### src/rtl/controle_horner_param.sv
// Horner-rule sequencer for a shared X/H/S datapath, degree GRAU.
// Moore strobes from state; coef_idx is a registered memory address.
module controle_horner_param #(
   parameter int GRAU  = 3,
   parameter int IDX_W = (GRAU < 1) ? 1 : $clog2(GRAU + 1)
) (
   input  logic             clk,
   input  logic             rst,
   input  logic             inicio,
   input  logic             ack,
   input  logic             abort,
   output logic             LX,
   output logic             LH,
   output logic             LS,
   output logic [1:0]       M0,
   output logic [IDX_W-1:0] coef_idx,
   output logic             ocupado,
   output logic             pronto
);

   typedef enum logic [2:0] {
      IDLE    = 3'd0,
      LOAD_X  = 3'd1,
      LOAD_AN = 3'd2,
      MUL     = 3'd3,
      ADD     = 3'd4,
      DONE    = 3'd5
   } state_t;

   localparam logic [IDX_W-1:0] IDX_TOP = IDX_W'(GRAU);
   localparam logic [IDX_W-1:0] IDX_NXT =
      IDX_W'((GRAU > 0) ? GRAU - 1 : 0);
   localparam logic [IDX_W-1:0] IDX_ONE = IDX_W'(1);

   state_t           state;
   state_t           state_nxt;
   logic [IDX_W-1:0] idx_q;
   logic [IDX_W-1:0] idx_nxt;

   always_ff @(posedge clk or negedge rst) begin
      if (!rst) begin
         state <= IDLE;
         idx_q <= '0;
      end else begin
         state <= state_nxt;
         idx_q <= idx_nxt;
      end
   end

   always_comb begin
      state_nxt = state;
      idx_nxt   = idx_q;
      LX        = 1'b0;
      LH        = 1'b0;
      LS        = 1'b0;
      M0        = 2'd0;
      ocupado   = 1'b0;
      pronto    = 1'b0;
      case (state)
         IDLE: begin
            if (inicio) state_nxt = LOAD_X;
         end
         LOAD_X: begin
            LX      = 1'b1;
            ocupado = 1'b1;
            if (abort) begin
               state_nxt = IDLE;
               idx_nxt   = '0;
            end else begin
               state_nxt = LOAD_AN;
               idx_nxt   = IDX_TOP;
            end
         end
         LOAD_AN: begin
            LS      = 1'b1;
            M0      = 2'd1;
            ocupado = 1'b1;
            if (abort) begin
               state_nxt = IDLE;
               idx_nxt   = '0;
            end else if (GRAU == 0) begin
               state_nxt = DONE;
            end else begin
               state_nxt = MUL;
               idx_nxt   = IDX_NXT;
            end
         end
         MUL: begin
            LH      = 1'b1;
            ocupado = 1'b1;
            if (abort) begin
               state_nxt = IDLE;
               idx_nxt   = '0;
            end else begin
               state_nxt = ADD;
            end
         end
         ADD: begin
            LS      = 1'b1;
            M0      = 2'd2;
            ocupado = 1'b1;
            if (abort) begin
               state_nxt = IDLE;
               idx_nxt   = '0;
            end else if (idx_q == '0) begin
               state_nxt = DONE;
            end else begin
               state_nxt = MUL;
               idx_nxt   = idx_q - IDX_ONE;
            end
         end
         DONE: begin
            pronto = 1'b1;
            if (ack || abort) state_nxt = IDLE;
         end
         // stray encodings fall back to a clean idle
         default: begin
            state_nxt = IDLE;
            idx_nxt   = '0;
         end
      endcase
   end

   assign coef_idx = idx_q;

endmodule

### config.mk
export PLATFORM = sky130hd
export DESIGN_NAME = controle_horner_param
export DESIGN_NICKNAME = d
export VERILOG_FILES = /design/src/rtl/controle_horner_param.sv
export SDC_FILE = /design/constraint.sdc
export NUM_CORES = 1
export LEC_CHECK = 0
export CAP_MARGIN = 15
export CORE_AREA = 8 8 45 47
export DETAILED_ROUTE_END_ITERATION = 7
export DIE_AREA = 0 0 53 55
export REMOVE_ABC_BUFFERS = 1
export SYNTH_ARGS = -nofsm -noshare
export SYNTH_HDL_FRONTEND = slang
export SYNTH_SLANG_ARGS = --single-unit
export TNS_END_PERCENT = 50
### constraint.sdc
create_clock -name clk -period 3 [get_ports clk]
set_input_delay 0.3 -clock clk [delete_from_list [all_inputs] [get_ports clk]]
set_output_delay 0.3 -clock clk [all_outputs]
set_load 0.02 [all_outputs]
# == After elaboration in Yosys (flattened, before gate mapping) ==
# Cells that the tools add are included.
# totals
register_bits,5
word_cells,41
inputBits,5
output_inout_bits,9
# op_classes
add_sub_neg,1
n_eq_ne,9
muxes,20
reduce_logical,8
n_bitwise,1
# op_table
cell,count
3-bit case mux with 6 select lines,1
3-bit 2-to-1 mux,5
2-bit 2-to-1 mux,7
2-bit case mux with 5 select lines,1
"3-bit by 2-bit == test with 1-bit output, second input constant",2
"3-bit == test, second input constant",2
"2-bit inequality test, second input constant",3
1-bit 2-to-1 mux,5
2-bit case mux with 2 select lines,1
2-bit OR reduction,2
4-bit OR reduction,1
"3-bit by 1-bit == test with 1-bit output, second input constant",1
3-bit zero test,1
"3-bit inequality test, second input constant",1
3-bit AND reduction,1
2-bit zero test,1
2-bit AND reduction,1
"2-bit by 1-bit subtractor with 2-bit output, second input constant",1
1-bit logical OR,1
1-bit NOT,1

# == Logic depth before layout (Yosys ltp) ==
# Gate-level depths: netlist of the first run.
# depth
ltp_word,4
mapped_depth,6

# == Least setup slack after synthesis of the first run ==
# OpenSTA, ideal clock, no wires.
# synth_path
kind,register to register
startpoint,register idx_q[0] (netlist: coef_idx[0])
endpoint,register idx_q[0] (netlist: coef_idx[0])
stages_incl_launch_ff,7
path_buffers,0
arrival_time_ns,1.485
slack_ns,1.377
period_less_slack_ns,1.623
t_required_ns,2.862
setup_ns,0.138
path_cell_list,dfrtp_1 inv_1 ha_1 nor2b_1 o21bai_1 a222oi_1 o22ai_1
# synth_via
elab_chain_len,4
word_cells_on_any_way,7
cone_classes,1 x add/sub; 1 x eq/ne; 3 x mux; 2 x reduce/logical
# synth_rtl
element,line_no,text
"start, declared",37,logic [IDX_W-1:0] idx_q;
"start signal, assigned",46,idx_q <= idx_nxt;
2-bit by 1-bit subtractor with 2-bit output,109,idx_nxt = idx_q - IDX_ONE;
2-bit 2-to-1 mux,105,end else if (idx_q == '0) begin
2-bit 2-to-1 mux,102,if (abort) begin
2-bit case mux with 5 select lines,59,case (state)
# Parallel ways exist; a longest one is shown, timed or not. The select of a mux whose other input is x is not followed.
# A chain may end at the register's enable or synchronous reset.

# == Final worst setup path of the first run ==
# layout_path
startpoint,register state[0]
endpoint,output port LS
# layout_via
elab_chain_len,3
word_cells_on_any_way,4
cone_classes,2 x eq/ne; 1 x mux; 1 x reduce/logical
# layout_rtl
element,line_no,text
"start, declared",35,state_t state;
"start signal, assigned",45,state <= state_nxt;
3-bit == test / 3-bit by 2-bit == test with 1-bit output (equally long branches),59,
2-bit OR reduction (no source line) (*),-,
1-bit 2-to-1 mux (*),59,
"end, declared",14,"output logic LS,"
# Every way passes the cells marked *; elsewhere a longest branch is shown, timed or not.

==> flow_metrics.env, run 1 <==
export IMPL_synth_edff_count=0
export IMPL_core_um2=1380
export IMPL_grt_pass1_vias=345
export IMPL_worst_setup_path_start_kind="flop"
export IMPL_met3_wirelength_um=98
export IMPL_htreeDepth=1
export IMPL_dp_hpwl_um=739
export IMPL_min_path_type="in -> async"
export IMPL_max_slew_margin_pct=75.5
export IMPL_routedWlPerCell_um=11.4
export IMPL_design_area_um2=543
export IMPL_fp_dieH_um=55
export IMPL_ys_flop_type="dfrtp_1"
export IMPL_async_flop_share_pct=100
export IMPL_hold_buffers=0
export IMPL_r2r_end="coef_idx[0]"
export IMPL_synth_seq_cells=5
export IMPL_die_w_um=53
export IMPL_grt_pass1_wl_um=1410
export IMPL_path_buf_inv=2
export IMPL_synth_distinct_cells=21
export IMPL_drtPass1Iterations=4
export IMPL_wirelength_um=921
export IMPL_p_leak_nw=0.229
export IMPL_setup_viol=0
export IMPL_postSynthCellCount=51
export IMPL_post_cts_setup_buffer_count=0
export IMPL_start_util_pct=27.6
export IMPL_port_buffers=13
export IMPL_rsz0062_at_grt="no"
export IMPL_final_fill_count=153
export IMPL_layout_drive_gt1_share_pct=6.15
export IMPL_max_freq_mhz=458
export IMPL_cts_sinks=5
export IMPL_synth_area_per_cell_um2=7.48
export IMPL_pin_count=14
export IMPL_crit_type="reg -> out"
export IMPL_cts_resized_gates=0
export IMPL_ff2ff_path_depth=6
export IMPL_power_per_cell_area_nw_per_um2=1000
export IMPL_rows=14
export IMPL_finalCritPeriodShare_pct=72.8
export IMPL_cts_buffers=3
export IMPL_critical_path_required_ns=2.70
export IMPL_mostFrequentLayoutCells="clkdlybuf4s50_1, nor2_1, inv_1, nand2_1, dfrtp_1"
export IMPL_min_period_ns=2.18
export IMPL_dieArea_um2=2920
export IMPL_gp_congestion=0.736
export IMPL_avgViaCountPerCell=4.90
export IMPL_area_delta_synth_final_pct=42.3
export IMPL_nNetsFinal=72
export IMPL_fin_tns_setup_ns=0
export IMPL_fin_skew_ns=0.000198
export IMPL_clkTransAtPathRegs_ns=0.04
export IMPL_antenna_cells=0
export IMPL_total_power_uw=546
export IMPL_ys_seq_area_share_pct=32.8
export IMPL_grt_max_degree=13
export IMPL_hold_viol_final=0
export IMPL_r2r_start="coef_idx[0]"
export IMPL_top_layer="met3"
export IMPL_drt_iter0_drc=11
export IMPL_dr_wl_met2_um=440
export IMPL_hold_ws_ns=0.283
export IMPL_grt_antenna_before_repair=0
export IMPL_drc=0
export IMPL_via_count=397
export IMPL_syn_cell_area_um2=382
export IMPL_drt_met1_wl_um=381
export IMPL_cpMaxStageDelayCell="clkdlybuf4s50_1"
export IMPL_slowest_delay_ns=0.62
export IMPL_tritoncts="done"
export IMPL_cp_top_family="buffers and inverters"
export IMPL_status="finished, final reports clean"
export IMPL_peakVddDrop_mv=0.264
export IMPL_cts_root_buf="clkbuf_4"
export IMPL_tightest_slew_ns=0.368
export IMPL_cts_buffer_depth=2
export IMPL_maxSlewViolCount=0
export IMPL_final_common_cell="clkdlybuf4s50_1"
export IMPL_maxCapViolCount=0
export IMPL_gr_total_overflow=0
export IMPL_worstPathCellList="nand2b_1 -> nor2_1 -> inv_1 -> o21ai_0 -> clkdlybuf4s50_1"
export IMPL_grt_util_all_layers_pct=6.58
export IMPL_clk_insertion_delay_late_ns=0.23
export IMPL_drtAntennaViolNets=0
export IMPL_crit_fanout=12
export IMPL_rrSetupSlack_ns=1.34
export IMPL_yosysWarnings=0
export IMPL_dpl_cell_area_um2=517
export IMPL_end_kind="output port"
export IMPL_arrival_ns=1.88
==> layout make-up <==
type	instances	area [um^2]	share of cell area, %
Multi-Input combinational cell	38	223	41.0
Clock buffer	4	26.3	4.84
Tap cell	16	20.0	3.69
Timing Repair Buffer	13	130	24.0
Sequential cell	5	125	23.0
Inverter	5	18.8	3.46
==> per-stage QoR <==
stage,instances,util [%],setup slack (ns)
global placement,77,37.3,1.09
CTS,81,39.2,0.794
detailed placement,77,37.3,1.06
finish,81,39.2,0.816
global route,81,39.2,0.690
floorplan,48,-,1.36
==> where the power goes <==
group	leakage, nW	internal (mW)	switching, mW
Sequential	0.0646	0.0944	0.0531
Clock	0.0150	0.0501	0.0251
Combinational	0.150	0.161	0.162
==> per-layer routing <==
| layer | vias to the layer above | global-route usage (%) |
|---|---|---|
| li1 | 205 | - |
| met1 | 178 | 6.89 |
| met2 | 14 | 10.9 |
| met3 | 0 | 1.87 |
| met4 | 0 | 5.17 |
| met5 | - | 0 |
==> sequential cells by signal (all words and copies together), names as in the netlist <==
register / count
coef_idx: 2
state: 3
==> synthesized netlist by cell type (2+ instances only) <==
| library cell | instances | share of area, % |
|---|---|---|
| inv_1 | 5 | 4.9 |
| o22ai_1 | 2 | 3.3 |
| buf_2 | 3 | 3.9 |
| nor2b_1 | 2 | 3.3 |
| nand2b_1 | 4 | 6.6 |
| nand2_1 | 5 | 4.9 |
| nor2_1 | 7 | 6.9 |
| o2111ai_1 | 2 | 4.6 |
| o21ai_1 | 2 | 2.6 |
| dfrtp_1 | 5 | 33 |
| a21oi_1 | 4 | 5.2 |
==> logic make-up after synthesis <==
logic type / Yosys count / share of synthesized area [%]
and+or+nand+nor: 23 / 31.1
AOI/OAI and AO/OA: 13 / 21.6
adders and majority gates: 1 / 3.28
DFF: 5 / 32.8
xor gates and xnor gates: 1 / 2.30
buffers and inverters: 8 / 8.85
==> how the worst max path moves through the flow <==
stage / cells after the start / slack, ns / end / startpoint
5_1_grt: 5 / 0.69 / LS / state[0]
4_1_cts: 5 / 0.79 / LS / state[0]
3_3_place_gp: 5 / 1.09 / LS / state[0]
3_5_place_dp: 5 / 1.06 / LS / state[0]
6_report: 5 / 0.82 / LS / state[0]
2_1_floorplan: 4 / 1.36 / LS / state[0]
Note: power is estimated with default switching activity, not from simulation.
==> run 2: changes to the inputs <==
clock period = 1.95 ns   (was 3 ns; I/O delays follow)
==> run 2 against run 1 <==
- clock skew rose by 0.0027 ns
- clock-buffer cell count did not move
- final area rose by 4.1%
- core utilization rose by 1.6 points
- critical path type unchanged
- critical endpoint is now LX
- highest routed layer unchanged
==> flow_metrics.env, run 2 (same netlist as run 1, synthesis figures left out) <==
export IMPL_gp_congestion=0.715
export IMPL_hold_buffers=0
export IMPL_mostFrequentLayoutCells="clkdlybuf4s50_1, nor2_1, inv_1, nand2_1"
export IMPL_via_count=393
export IMPL_final_fill_count=151
export IMPL_worstPathCellList="nor3b_2 -> clkdlybuf4s50_1"
export IMPL_largest_register_ffs=3
export IMPL_p_seq_share_pct=24.5
export IMPL_grt_pass1_wl_um=1490
export IMPL_setup_viol=0
export IMPL_p_sw_share_pct=43.7
export IMPL_drtAntennaViolNets=0
export IMPL_port_buffers=13
export IMPL_total_power_uw=856
export IMPL_core_um2=1380
export IMPL_register_area_um2=126
export IMPL_area_delta_synth_final_pct=48.2
export IMPL_maxCapViolCount=0
export IMPL_cpMaxStageDelayCell="clkdlybuf4s50_1"
export IMPL_dp_hpwl_um=769
export IMPL_path_buf_inv=1
export IMPL_clk_insertion_delay_late_ns=0.24
export IMPL_cts_root_buf="clkbuf_4"
export IMPL_r2r_end="coef_idx[0]"
export IMPL_drt_iter0_drc=6
export IMPL_antenna_cells=0
export IMPL_rsz0062_at_grt="no"
export IMPL_crit_start="state[2]"
export IMPL_htreeDepth=1
export IMPL_grt_max_degree=13
export IMPL_grt_util_all_layers_pct=6.91
export IMPL_end_kind="output port"
export IMPL_die_w_um=53
export IMPL_drtPass1Iterations=4
export IMPL_grt_pass1_vias=377
export IMPL_ff2ff_path_depth=6
export IMPL_multi_input_area_um2=223
export IMPL_status="finished, final reports clean"
export IMPL_rrSetupSlack_ns=0.26
export IMPL_final_common_cell="clkdlybuf4s50_1"
export IMPL_crit_type="reg -> out"
export IMPL_min_period_ns=1.80
export IMPL_tritoncts="done"
export IMPL_drc=0
export IMPL_p_sw_uw=375
export IMPL_gr_total_overflow=0
export IMPL_grt_antenna_before_repair=0
export IMPL_layout_drive_gt1_share_pct=10.4
export IMPL_rows=14
export IMPL_wirelength_um=931
export IMPL_nNetsFinal=74
export IMPL_cp_top_family="buffers and inverters"
export IMPL_worst_setup_path_start_kind="flop"
export IMPL_pin_count=14
export IMPL_start_util_pct=27.6
export IMPL_finalCritPeriodShare_pct=92.3
export IMPL_maxSlewViolCount=0
export IMPL_hold_ws_ns=0.177
export IMPL_dieArea_um2=2920
export IMPL_fp_dieH_um=55
export IMPL_hold_viol_final=0
export IMPL_min_path_type="in -> async"
export IMPL_regMostFlops="state"
export IMPL_cts_sinks=5
export IMPL_slowest_delay_ns=0.65
export IMPL_clockPowerShare_pct=13.4
export IMPL_fin_tns_setup_ns=0
export IMPL_fin_skew_ns=0.00290
export IMPL_peakVddDrop_mv=0.460
export IMPL_crit_fanout=12
export IMPL_power_frac_comb_pct=62.1
export IMPL_arrival_ns=1.60
export IMPL_clkTransAtPathRegs_ns=0.04
export IMPL_cts_buffers=3
export IMPL_tightest_slew_ns=0.299
export IMPL_p_int_uw=482
export IMPL_cts_buffer_depth=2
export IMPL_power_per_cell_area_nw_per_um2=1510
export IMPL_max_slew_margin_pct=80.0
export IMPL_routedWlPerCell_um=11.2
export IMPL_p_leak_nw=0.287
export IMPL_max_freq_mhz=556
export IMPL_r2r_start="coef_idx[0]"
export IMPL_critical_path_required_ns=1.75
export IMPL_avgViaCountPerCell=4.73
-- run 2: changes by cell type in the layout (fill, tap and decap cells not counted), sizes merged --
cell and delta:
dlymetal6s2s +3, buf +2, dlygate4sd2 +1, clkdlybuf4s50 -4
-- run 2: power by group through the flow --
stage                     Combinational (mW)  Sequential [mW]  Clock (mW)
after floorplan                        0.288            0.233           0
after global placement                 0.553            0.209           0
after detailed placement               0.550            0.210           0
after CTS                              0.545            0.208       0.123
after global routing                   0.589            0.215       0.128
final                                  0.532            0.210       0.115
-- run 2: layout make-up --
cell class | instances | area share, %
tap | 16 | 3.54
inverter | 5 | 3.32
sequential | 5 | 22.3
timing repair buffer | 15 | 26.8
multi-input combinational | 38 | 39.4
clock buffer | 4 | 4.65
-- run 2: how the worst max path moves through the flow --
stage | endpoint | cells past startpoint | slack [ns]
floorplan | coef_idx[0] | 6 | 0.32
global placement | LS | 5 | 0.18
detailed placement | LS | 5 | 0.17
CTS | LH | 5 | 0.02
global route | LX | 2 | 0.05
finish | LX | 2 | 0.15
-- run 2: repair_timing --
action,in CTS,in global routing
setup buffers,0,0
setup endpoints to repair,1,5
pin swaps,0,0
gates resized for setup,1,4
-- run 2: routing by layer --
layer | global-route usage (%) | wire [um] | up-vias
met5 | 0 | 0 | -
met4 | 5.17 | 0 | 0
met3 | 1.87 | 84 | 0
met2 | 11.3 | 440 | 12
met1 | 7.52 | 407 | 172
li1 | - | - | 209
-- run 2: stage by stage --
step | area [um^2] | utilization (%) | setup WS [ns] | cells
finish | 566 | 40.9 | 0.150 | 83
global route | 566 | 40.9 | 0.0526 | 83
CTS | 557 | 40.2 | 0.0171 | 83
detailed placement | 532 | 38.4 | 0.170 | 79
global placement | 532 | 38.4 | 0.183 | 79
floorplan | 367 | - | 0.322 | 48
-- run 2: worst register-to-register path, stage by stage, from the launching register on --
cell      delay (ns)
dfrtp_1         0.43
inv_1           0.07
ha_1            0.24
nor2b_1         0.16
o21bai_1        0.16
a222oi_1        0.36
o22ai_1         0.14
